### src/rtl/soc_pio_pkg.sv
// Shared constants for the input PIO: register map and edge-type codes.
package soc_pio_pkg;

  localparam logic [2:0] ADDR_DATA     = 3'd0;
  localparam logic [2:0] ADDR_IRQMASK  = 3'd2;
  localparam logic [2:0] ADDR_EDGECAP  = 3'd3;
  localparam logic [2:0] ADDR_MASK_SET = 3'd4;
  localparam logic [2:0] ADDR_MASK_CLR = 3'd5;

  localparam int EDGE_RISE = 0;
  localparam int EDGE_FALL = 1;
  localparam int EDGE_ANY  = 2;

endpackage

### src/rtl/pio_sync_edge.sv
// Input synchroniser with previous-value register and edge event generation.
module pio_sync_edge
  import soc_pio_pkg::*;
#(
  parameter int WIDTH       = 8,
  parameter int SYNC_STAGES = 2,
  parameter int EDGE_TYPE   = EDGE_RISE
) (
  input  logic             clk,
  input  logic             reset,
  input  logic [WIDTH-1:0] in_port,
  output logic [WIDTH-1:0] data_sync,
  output logic [WIDTH-1:0] evt
);

  localparam int AW = $clog2(SYNC_STAGES + 2);
  localparam logic [AW-1:0] ARM_LOAD = AW'(SYNC_STAGES + 1);

  logic [WIDTH-1:0] sync_q [SYNC_STAGES];
  logic [WIDTH-1:0] sync_d [SYNC_STAGES];
  logic [WIDTH-1:0] prev_q, prev_d;
  logic [AW-1:0]    arm_q, arm_d;
  logic [WIDTH-1:0] raw;

  assign data_sync = sync_q[SYNC_STAGES-1];

  always_comb begin
    sync_d[0] = in_port;
    for (int i = 1; i < SYNC_STAGES; i++) begin
      sync_d[i] = sync_q[i-1];
    end
    prev_d = data_sync;
    arm_d  = (arm_q == '0) ? arm_q : arm_q - AW'(1);
    raw    = data_sync & ~prev_q;
    case (EDGE_TYPE)
      EDGE_FALL: raw = ~data_sync & prev_q;
      EDGE_ANY:  raw = data_sync ^ prev_q;
      default:   raw = data_sync & ~prev_q;
    endcase
    // Hold off events until the chain and prev hold post-reset samples.
    evt = (arm_q == '0) ? raw : '0;
  end

  always_ff @(posedge clk) begin
    if (reset) begin
      for (int i = 0; i < SYNC_STAGES; i++) begin
        sync_q[i] <= '0;
      end
      prev_q <= '0;
      arm_q  <= ARM_LOAD;
    end else begin
      for (int i = 0; i < SYNC_STAGES; i++) begin
        sync_q[i] <= sync_d[i];
      end
      prev_q <= prev_d;
      arm_q  <= arm_d;
    end
  end

endmodule

### src/rtl/soc_system_pio_in_capture.sv
// Avalon-MM input PIO: synchronised data, sticky edge capture, masked level irq.
module soc_system_pio_in_capture
  import soc_pio_pkg::*;
#(
  parameter int WIDTH       = 8,
  parameter int SYNC_STAGES = 2,
  parameter int EDGE_TYPE   = EDGE_RISE,
  parameter int IRQ_EN      = 1
) (
  input  logic             clk,
  input  logic             reset,
  input  logic [2:0]       address,
  input  logic             chipselect,
  input  logic             write_n,
  input  logic [31:0]      writedata,
  output logic [31:0]      readdata,
  input  logic [WIDTH-1:0] in_port,
  output logic             irq
);

  logic [WIDTH-1:0] data_sync;
  logic [WIDTH-1:0] evt;
  logic [WIDTH-1:0] wdata;
  logic [WIDTH-1:0] clr;
  logic             wr_strobe;
  logic [WIDTH-1:0] mask_q, mask_d;
  logic [WIDTH-1:0] cap_q, cap_d;
  logic [31:0]      rdata_q, rdata_d;
  logic             unused_wdata;

  pio_sync_edge #(
    .WIDTH      (WIDTH),
    .SYNC_STAGES(SYNC_STAGES),
    .EDGE_TYPE  (EDGE_TYPE)
  ) u_sync_edge (
    .clk      (clk),
    .reset    (reset),
    .in_port  (in_port),
    .data_sync(data_sync),
    .evt      (evt)
  );

  assign wr_strobe    = chipselect & ~write_n;
  assign wdata        = writedata[WIDTH-1:0];
  assign unused_wdata = ^writedata;

  always_comb begin
    mask_d = mask_q;
    clr    = '0;
    if (wr_strobe) begin
      case (address)
        ADDR_IRQMASK:  mask_d = wdata;
        ADDR_MASK_SET: mask_d = mask_q | wdata;
        ADDR_MASK_CLR: mask_d = mask_q & ~wdata;
        ADDR_EDGECAP:  clr    = wdata;
        default: ;
      endcase
    end
    if (IRQ_EN == 0) begin
      mask_d = '0;
    end
    // New events are ORed in after the clear so a same-cycle set wins.
    cap_d = (cap_q & ~clr) | evt;
    rdata_d = '0;
    case (address)
      ADDR_DATA:    rdata_d = 32'(data_sync);
      ADDR_IRQMASK: rdata_d = 32'(mask_q);
      ADDR_EDGECAP: rdata_d = 32'(cap_q);
      default:      rdata_d = '0;
    endcase
  end

  always_ff @(posedge clk) begin
    if (reset) begin
      mask_q  <= '0;
      cap_q   <= '0;
      rdata_q <= '0;
    end else begin
      mask_q  <= mask_d;
      cap_q   <= cap_d;
      rdata_q <= rdata_d;
    end
  end

  assign readdata = rdata_q;
  assign irq      = (IRQ_EN != 0) && (|(cap_q & mask_q));

endmodule
### config.mk
export PLATFORM = sky130hd
export DESIGN_NAME = soc_system_pio_in_capture
export DESIGN_NICKNAME = d
export VERILOG_FILES = /design/src/rtl/soc_pio_pkg.sv /design/src/rtl/pio_sync_edge.sv /design/src/rtl/soc_system_pio_in_capture.sv
export SDC_FILE = /design/constraint.sdc
export NUM_CORES = 1
export LEC_CHECK = 0
export ABC_AREA = 1
export CORE_MARGIN = 2
export CORE_UTILIZATION = 30
export CTS_BUF_LIST = sky130_fd_sc_hd__clkbuf_4
export CTS_CLUSTER_DIAMETER = 80
export DETAILED_ROUTE_END_ITERATION = 6
export PLACE_DENSITY = 0.64
export SLEW_MARGIN = 20
export SYNTH_ARGS = -nofsm -noshare
export SYNTH_HDL_FRONTEND = slang
export SYNTH_SLANG_ARGS = --single-unit
### constraint.sdc
create_clock -name clk -period 1.44 [get_ports clk]
set_clock_uncertainty 0.15 [all_clocks]
set_input_delay 0.216 -clock clk [delete_from_list [all_inputs] [get_ports clk]]
set_output_delay 0.216 -clock clk [all_outputs]
set_load 0.01 [all_outputs]
==> results of run 1 <==
-- cells in the final DEF (no fill, tap or decap), drive strengths merged --
cell type and n:
a21oi 18, a22o 4, buf 27, clkbuf 5
clkdlybuf4s50 21, clkinv 3, conb 24, dfxtp 50
dlygate4sd2 8, dlymetal6s2s 1, ha 1, inv 49
nand2 76, nand3 25, nor2 46, nor3 1
o21ai 3
-- worst reg2reg max path, delay by kind of cell (launching register included) --
kind            cells  cell delay, ns
buf+inv             2            0.14
simple gates        2            0.16
flops               1            0.34
compound gates      1            0.13
fa+ha+maj           1            0.25
-- logic make-up (layout without fill, tap and decap cells) --
logic type      Yosys count  after routing
other cells               1             24
buf+inv                  80            114
simple gates            148            148
compound gates           25             25
flops                    50             50
fa+ha+maj                 1              1
-- path summary, 6_finish.rpt --
kind         slack, ns                        end                startpoint  depth (start not counted)
max              -0.18                        irq                  cap_q[4]                          4
min               0.22   u_sync_edge.sync_q[0][4]                in_port[4]                          3
max reg2reg       0.22                   cap_q[4]      u_sync_edge.arm_q[0]                          6
min reg2reg       0.26  u_sync_edge.sync_q[0][11]  u_sync_edge.sync_q[0][3]                          2
-- what timing repair did --
action | 4_1_cts | 5_1_grt
resized for setup | 16 | 3
endpoints found under the setup margin | 16 | 10
pin swaps | 1 | 2
setup buffers | 0 | 0
-- cell type report --
class,count,area [um2],area share
flip-flops and latches,50,1000,0.364
multi-input cells,198,878,0.319
repair buffers,57,518,0.188
inverters,49,184,0.0667
well taps,99,124,0.0449
clock buffers,5,37.5,0.0136
clock inverters,3,11.3,0.00409
-- layer usage --
layer  part of all wire  GRT usage  up-vias
li1                   -          -      984
met1               0.49      0.144      788
met2               0.45      0.195       49
met3              0.050     0.0259        2
met4             0.0093     0.0407        0
met5                  0          0        -
-- flip-flops by register name, summed over array words and instances, names as in the netlist --
| register | cells |
|---|---|
| readdata | 8 |
| u_sync_edge.sync_q | 16 |
| mask_q | 8 |
| u_sync_edge.arm_q | 2 |
| u_sync_edge.prev_q | 8 |
| cap_q | 8 |
-- power groups by stage --
stage | Sequential (mW) | Clock [mW] | Combinational, mW
2_1_floorplan | 1.48 | 0 | 0.217
3_3_place_gp | 1.49 | 0 | 0.319
3_5_place_dp | 1.49 | 0 | 0.324
4_1_cts | 1.46 | 0.614 | 0.326
5_1_grt | 1.46 | 0.667 | 0.369
6_report | 1.45 | 0.583 | 0.325
==> impl_metrics.py, run 1 <==
metrics = {
    "logic_synthesis": {
        "async_flop_share": 0,
        "yosys_warnings": 0,
        "syn-cell-area_mm2": 0.00217,
        "synth_flop_cell": "dfxtp_1",
        "synth_top_area_frac": 0.461,
        "synth_top_family_by_area": "simple AND/OR/NAND/NOR gates",
        "seq_area_frac_synth": 0.461,
        "synthAdderAreaFrac": 0.00576,
        "synth-compound-area-share": 0.0662,
        "yosys_register_bits": 50,
        "syn_area_per_cell_um2": 7.13,
        "synthTopCellsByArea": "dfxtp_1 46%, nand2_1 13%, buf_4 8.6%",
        "muxShareOfSynthArea": 0,
        "synth_top_area_cell": "dfxtp_1",
        "synth_edf_count": 0,
        "synth_common_cells": "75 x nand2_1, 50 x dfxtp_1, 45 x inv_1, 43 x nor2_1, 25 x buf_4",
        "synth_xor_xnor_area_share": 0,
        "synth-simple-area-share": 0.284,
        "netlist_instances": 305,
        "ys_types": 19,
        "synth_most_common_cell": "nand2_1",
    },
    "placement": {
        "gp_congestion": 0.813,
        "portBuffers": 31,
        "dp_hpwl_mm": 3.28,
        "place_ws_ns": -0.413,
        "place_area_mm2": 0.00270,
        "dp.cells": 453,
    },
    "global_route": {
        "grt_pass1_vias": 1676,
        "antenna_found_initial": 0,
        "grt_max_degree": 23,
        "overflow": 0,
        "grtUsageTotal": 0.115,
        "grt_pass1_wl_mm": 7.22,
    },
    "setup_path": {
        "worstPathRequired_ns": 1.07,
        "start_kind": "register",
        "cp_num_buf_inv": 1,
        "path_class": "reg -> out",
        "crit_fanout": 2,
        "critPathMaxStageDelay_ns": 0.35,
        "worstPathArrival_ns": 1.25,
        "cp_cell_sequence": "a22o_1, nor2_2, nand2_1, buf_2",
        "cp-end-kind": "output pin",
        "cp_slowest_cell": "dfxtp_2",
        "cp_top_family": "flip-flops",
    },
    "finish": {
        "syn_to_final_growth_pct": 26.8,
        "finalInstanceArea_mm2": 0.00276,
        "antenna_cells": 0,
        "final_cells": 461,
        "nets": 409,
        "post-route-util": 0.386,
        "drive_gt1_frac": 0.133,
        "fillCellCount": 766,
    },
    "clocking": {
        "clk_pin_slew_worst_paths_ns": 0.14,
        "ctsHtreeMaxLevel": 2,
        "cts_hold_buf": 0,
        "clock_latency_ns": 0.34,
        "cts.sinks": 50,
        "cts-buffers-inserted": 5,
        "clockBufferDepth": 2,
        "cts_tree": "done",
        "clk_root_buffer_cell": "clkbuf_4",
    },
    "power": {
        "swShare": 0.258,
        "pwr-share-seq": 0.616,
        "internal_power_mw": 1.75,
        "leakage_nw": 1.34,
        "p_sw_mw": 0.610,
        "power_frac_clock": 0.247,
        "total_power_mw": 2.36,
        "powerDensity_mw_per_mm2": 857,
        "ir_worst_vdd_uv": 340,
        "combPwrFrac": 0.138,
    },
    "detailed_routing": {
        "via_per_inst": 3.95,
        "drt_drc_violations_left": 0,
        "routed_wirelength_mm": 4.29,
        "drt_iter0_markers": 99,
        "antenna_left": 0,
        "firstDrtPassIters": 4,
        "wl_per_cell_um": 9.30,
        "num_vias": 1823,
    },
    "die": {
        "die_area_mm2": 0.00794,
        "coreArea_mm2": 0.00714,
        "io_pins": 80,
        "rows": 31,
        "dieWidth_um": 89.1,
        "start_util": 0.305,
        "die_h_um": 89.1,
    },
    "sta": {
        "finalHoldViolations": 0,
        "period_minus_slack_ns": 1.62,
        "rsz0062_at_grt": "yes",
        "whs_ns": 0.222,
        "setup_slack_ns": -0.176,
        "max_freq_mhz": 619,
        "fin_setup_tns_ns": -0.176,
        "min_period_over_period": 1.12,
        "drv_slew": 0,
        "setup_viol": 1,
    },
    "hold_path": {
        "hold_path.class": "in -> reg",
    },
    "status": {
        "outcome": "finished, violations left",
        "violations": "negative setup slack",
    },
    "flow_run": {
        "cap_violations": 0,
    },
}
Note: power is estimated with default switching activity, not from simulation.
==> inputs of run 2 (changes only) <==
==> constraint.sdc (replaced) <==
create_clock -name clk -period 1.44 [get_ports clk]
set_clock_uncertainty 0.15 [all_clocks]
set_input_delay 0.144 -clock clk [delete_from_list [all_inputs] [get_ports clk]]
set_output_delay 0.144 -clock clk [all_outputs]
set_load 0.01 [all_outputs]
==> impl_metrics.py, run 2 (synthesis results as in run 1) <==
metrics = {
    "status": {
        "outcome": "finished, violations left",
        "violations": "negative setup slack",
    },
    "placement": {
        "place_area_mm2": 0.00268,
        "place_ws_ns": -0.299,
        "dp_hpwl_mm": 3.36,
        "dp.cells": 451,
        "portBuffers": 31,
        "gp_congestion": 0.834,
    },
    "detailed_routing": {
        "wl_per_cell_um": 9.83,
        "num_vias": 1819,
        "drt_drc_violations_left": 0,
        "firstDrtPassIters": 4,
        "via_per_inst": 3.96,
        "drt_iter0_markers": 103,
        "antenna_left": 0,
        "routed_wirelength_mm": 4.51,
    },
    "clocking": {
        "cts_hold_buf": 0,
        "clk_pin_slew_worst_paths_ns": 0.14,
        "cts-buffers-inserted": 5,
        "ctsHtreeMaxLevel": 2,
        "cts.sinks": 50,
        "clockBufferDepth": 2,
        "clock_latency_ns": 0.35,
        "clk_root_buffer_cell": "clkbuf_4",
        "cts_tree": "done",
    },
    "setup_path": {
        "crit_start": "cap_q[4]",
        "worstPathRequired_ns": 1.15,
        "r2r_end": "cap_q[4]",
        "path_class": "reg -> out",
        "worstPathArrival_ns": 1.25,
        "r2r_start": "u_sync_edge.arm_q[0]",
        "r2r_cells": 6,
        "rrSetupSlack_ns": 0.19,
        "crit_fanout": 2,
        "start_kind": "register",
        "cp-end-kind": "output pin",
    },
    "finish": {
        "final_cells": 459,
        "largest_reg_flops": 16,
        "syn_to_final_growth_pct": 25.4,
        "final_common_cell": "nand2_1",
        "layout_common_cells": "75 x nand2_1, 48 x dfxtp_1, 45 x inv_1, 43 x nor2_1",
        "top_register": "u_sync_edge.sync_q",
        "post-route-util": 0.382,
        "finalInstanceArea_mm2": 0.00273,
        "antenna_cells": 0,
        "drive_gt1_frac": 0.128,
        "nets": 407,
        "fillCellCount": 785,
    },
    "flow_run": {
        "cap_violations": 0,
    },
    "sta": {
        "rsz0062_at_grt": "yes",
        "setup_slack_ns": -0.106,
        "setup_viol": 1,
        "whs_ns": 0.131,
        "max_freq_mhz": 647,
        "finalHoldViolations": 0,
        "min_period_over_period": 1.07,
        "drv_slew": 0,
        "fin_setup_tns_ns": -0.106,
        "period_minus_slack_ns": 1.55,
    },
    "global_route": {
        "overflow": 0,
        "grt_max_degree": 17,
        "grtUsageTotal": 0.124,
        "grt_pass1_vias": 1742,
        "grt_pass1_wl_mm": 7.58,
        "antenna_found_initial": 0,
    },
    "power": {
        "ir_worst_vdd_uv": 347,
        "leakage_nw": 1.32,
        "total_power_mw": 2.39,
        "powerDensity_mw_per_mm2": 877,
    },
    "hold_path": {
        "hold_end": "u_sync_edge.sync_q[0][4]",
        "hold_start": "in_port[4]",
        "hold_path.class": "in -> reg",
        "min_path_cells": 3,
    },
    "die": {
        "die_area_mm2": 0.00794,
        "io_pins": 80,
        "rows": 31,
        "die_h_um": 89.1,
        "dieWidth_um": 89.1,
        "coreArea_mm2": 0.00714,
        "start_util": 0.305,
    },
}
-- run 2: layer usage --
layer / share of wire / vias to the layer above / track usage / routed length (um)
li1: - / 979 / - / -
met1: 0.47 / 779 / 0.155 / 2140
met2: 0.45 / 55 / 0.209 / 2040
met3: 0.055 / 6 / 0.0222 / 250
met4: 0.018 / 0 / 0.0502 / 79
met5: 0 / - / 0 / 0
-- run 2: cell type report --
class | count | area (um2) | share of cell area
well taps | 99 | 124 | 0.0454
repair buffers | 55 | 488 | 0.179
multi-input cells | 198 | 873 | 0.320
inverters | 49 | 184 | 0.0675
clock buffers | 6 | 45.0 | 0.0165
clock inverters | 2 | 8.76 | 0.00321
flip-flops and latches | 50 | 1000 | 0.368
-- run 2: what timing repair did --
item	in CTS	in global routing
gates resized for setup	13	3
endpoints found under the setup margin	9	3
buffers inserted	0	0
pin swaps	1	0
gates cloned	0	0
-- run 2: how the worst max path moves through the flow --
stage / endpoint
2_1_floorplan: u_sync_edge.arm_q[0]
5_1_grt: irq
6_report: irq
3_3_place_gp: readdata[1]
3_5_place_dp: readdata[4]
4_1_cts: irq
-- run 2: critical path: stages (launching register included) --
cell and delay, ns:
dfxtp_2 0.35, a22o_1 0.22, nor2_1 0.10, nand2_1 0.07, buf_2 0.14
-- run 2: report_power, final --
group | switching, mW | internal (mW) | total (mW) | leakage (nW)
sequential | 0.0230 | 1.43 | 1.46 | 0.409
combinational | 0.180 | 0.139 | 0.320 | 0.877
clock | 0.411 | 0.203 | 0.615 | 0.0331
==> inputs of run 3 (changes only) <==
--- a/config.mk
+++ b/config.mk
@@ -12,6 +12,7 @@
 export CTS_CLUSTER_DIAMETER = 80
 export DETAILED_ROUTE_END_ITERATION = 6
 export PLACE_DENSITY = 0.64
+export REMOVE_ABC_BUFFERS = 1
 export SLEW_MARGIN = 20
 export SYNTH_ARGS = -nofsm -noshare
 export SYNTH_HDL_FRONTEND = slang
==> impl_metrics.py, run 3 (synthesis results as in run 1) <==
metrics = {
    "clocking": {
        "clk_root_buffer_cell": "clkbuf_4",
        "clk_pin_slew_worst_paths_ns": 0.13,
        "clock_latency_ns": 0.36,
        "cts-buffers-inserted": 5,
        "clockBufferDepth": 2,
        "ctsHtreeMaxLevel": 2,
        "cts_tree": "done",
        "cts.sinks": 50,
    },
    "sta": {
        "max_freq_mhz": 634,
        "drv_slew": 0,
        "period_minus_slack_ns": 1.58,
        "min_period_over_period": 1.09,
        "rsz0062_at_grt": "yes",
        "whs_ns": 0.130,
        "fin_setup_tns_ns": -0.136,
        "finalHoldViolations": 0,
        "setup_viol": 1,
        "setup_slack_ns": -0.136,
    },
    "power": {
        "total_power_mw": 2.41,
        "ir_worst_vdd_uv": 292,
        "leakage_nw": 1.36,
        "powerDensity_mw_per_mm2": 870,
    },
    "finish": {
        "syn_to_final_growth_pct": 27.4,
        "nets": 413,
        "layout_common_cells": "75 x nand2_1, 47 x dfxtp_1, 45 x inv_1, 42 x nor2_1, 29 x buf_4",
        "largest_reg_flops": 16,
        "final_cells": 465,
        "top_register": "u_sync_edge.sync_q",
        "final_common_cell": "nand2_1",
        "post-route-util": 0.388,
        "antenna_cells": 0,
        "drive_gt1_frac": 0.145,
        "finalInstanceArea_mm2": 0.00277,
    },
    "setup_path": {
        "start_kind": "register",
        "crit_fanout": 2,
        "worstPathArrival_ns": 1.28,
        "r2r_cells": 5,
        "worstPathRequired_ns": 1.15,
        "path_class": "reg -> out",
        "cp-end-kind": "output pin",
    },
    "die": {
        "die_area_mm2": 0.00794,
        "coreArea_mm2": 0.00714,
        "dieWidth_um": 89.1,
        "rows": 31,
        "io_pins": 80,
        "start_util": 0.305,
        "die_h_um": 89.1,
    },
    "flow_run": {
        "cap_violations": 0,
    },
    "placement": {
        "portBuffers": 31,
        "place_area_mm2": 0.00272,
        "gp_congestion": 0.810,
        "place_ws_ns": -0.269,
        "dp.cells": 457,
        "dp_hpwl_mm": 3.35,
    },
    "detailed_routing": {
        "dr.max_layer_used": "met4",
        "routed_wirelength_mm": 4.57,
        "wl_met2_mm": 2.10,
        "num_vias": 1917,
        "via_per_inst": 4.12,
        "firstDrtPassIters": 4,
        "drt_iter0_markers": 97,
        "wl_met1_mm": 2.20,
        "wl_per_cell_um": 9.82,
        "wl_met3_um": 218,
        "drt_drc_violations_left": 0,
        "antenna_left": 0,
    },
    "hold_path": {
        "hold_path.class": "in -> reg",
        "min_path_cells": 3,
    },
    "global_route": {
        "grt_pass1_wl_mm": 7.68,
        "grtUsageTotal": 0.124,
        "overflow": 0,
        "grt_max_degree": 17,
        "antenna_found_initial": 0,
        "grt_pass1_vias": 1745,
    },
    "status": {
        "outcome": "finished, violations left",
        "violations": "negative setup slack",
    },
}
-- run 3: cell count changes in the layout (fill, tap and decap cells not counted) --
cell	delta
buf_4	+6
clkdlybuf4s50_1	-1
dfxtp_1	-1
dfxtp_2	+1
dlymetal6s2s_1	+1
ha_1	+1
ha_2	-1
nor2_1	-1
nor2_2	+1
nor3_2	+1
nor3_4	-1
-- run 3: area by class of cell --
type,count,area [um2]
timing repair buffer,61,536
sequential,50,1000
tap,99,124
inverter,49,184
multi-input combinational,198,867
clock inverter,2,8.76
clock buffer,6,45.0
fill,774,4370
-- run 3: worst max-delay path, cell delays in order, from the launching register on --
cell and delay [ns]:
dfxtp_2 0.35, a22o_1 0.24, nor2_2 0.13, nand2_1 0.07, buf_2 0.14
-- run 3: what timing repair did --
action / 4_1_cts / 5_1_grt
hold buffers: 0 / 0
endpoints found under the setup margin: 9 / 5
pin swaps: 3 / 3
gates resized for setup: 15 / 2
buffers inserted: 0 / 0
-- run 3: power by group --
group	switching, mW	leakage [nW]	internal [mW]	total [mW]
clock	0.416	0.0331	0.203	0.620
sequential	0.0207	0.410	1.43	1.45
combinational	0.187	0.918	0.148	0.335
-- run 3: worst paths after layout --
check        slack [ns]                      from                  endpoint
max               -0.14                 mask_q[4]                       irq
min                0.13                in_port[7]  u_sync_edge.sync_q[0][7]
max reg2reg        0.14      u_sync_edge.arm_q[0]      u_sync_edge.arm_q[1]
min reg2reg        0.26  u_sync_edge.sync_q[0][0]  u_sync_edge.sync_q[0][8]
-- run 3: layer usage --
metal,GRT usage,vias up
met5,0,-
met4,0.0326,0
met3,0.0332,7
met2,0.211,43
met1,0.156,877
li1,-,990
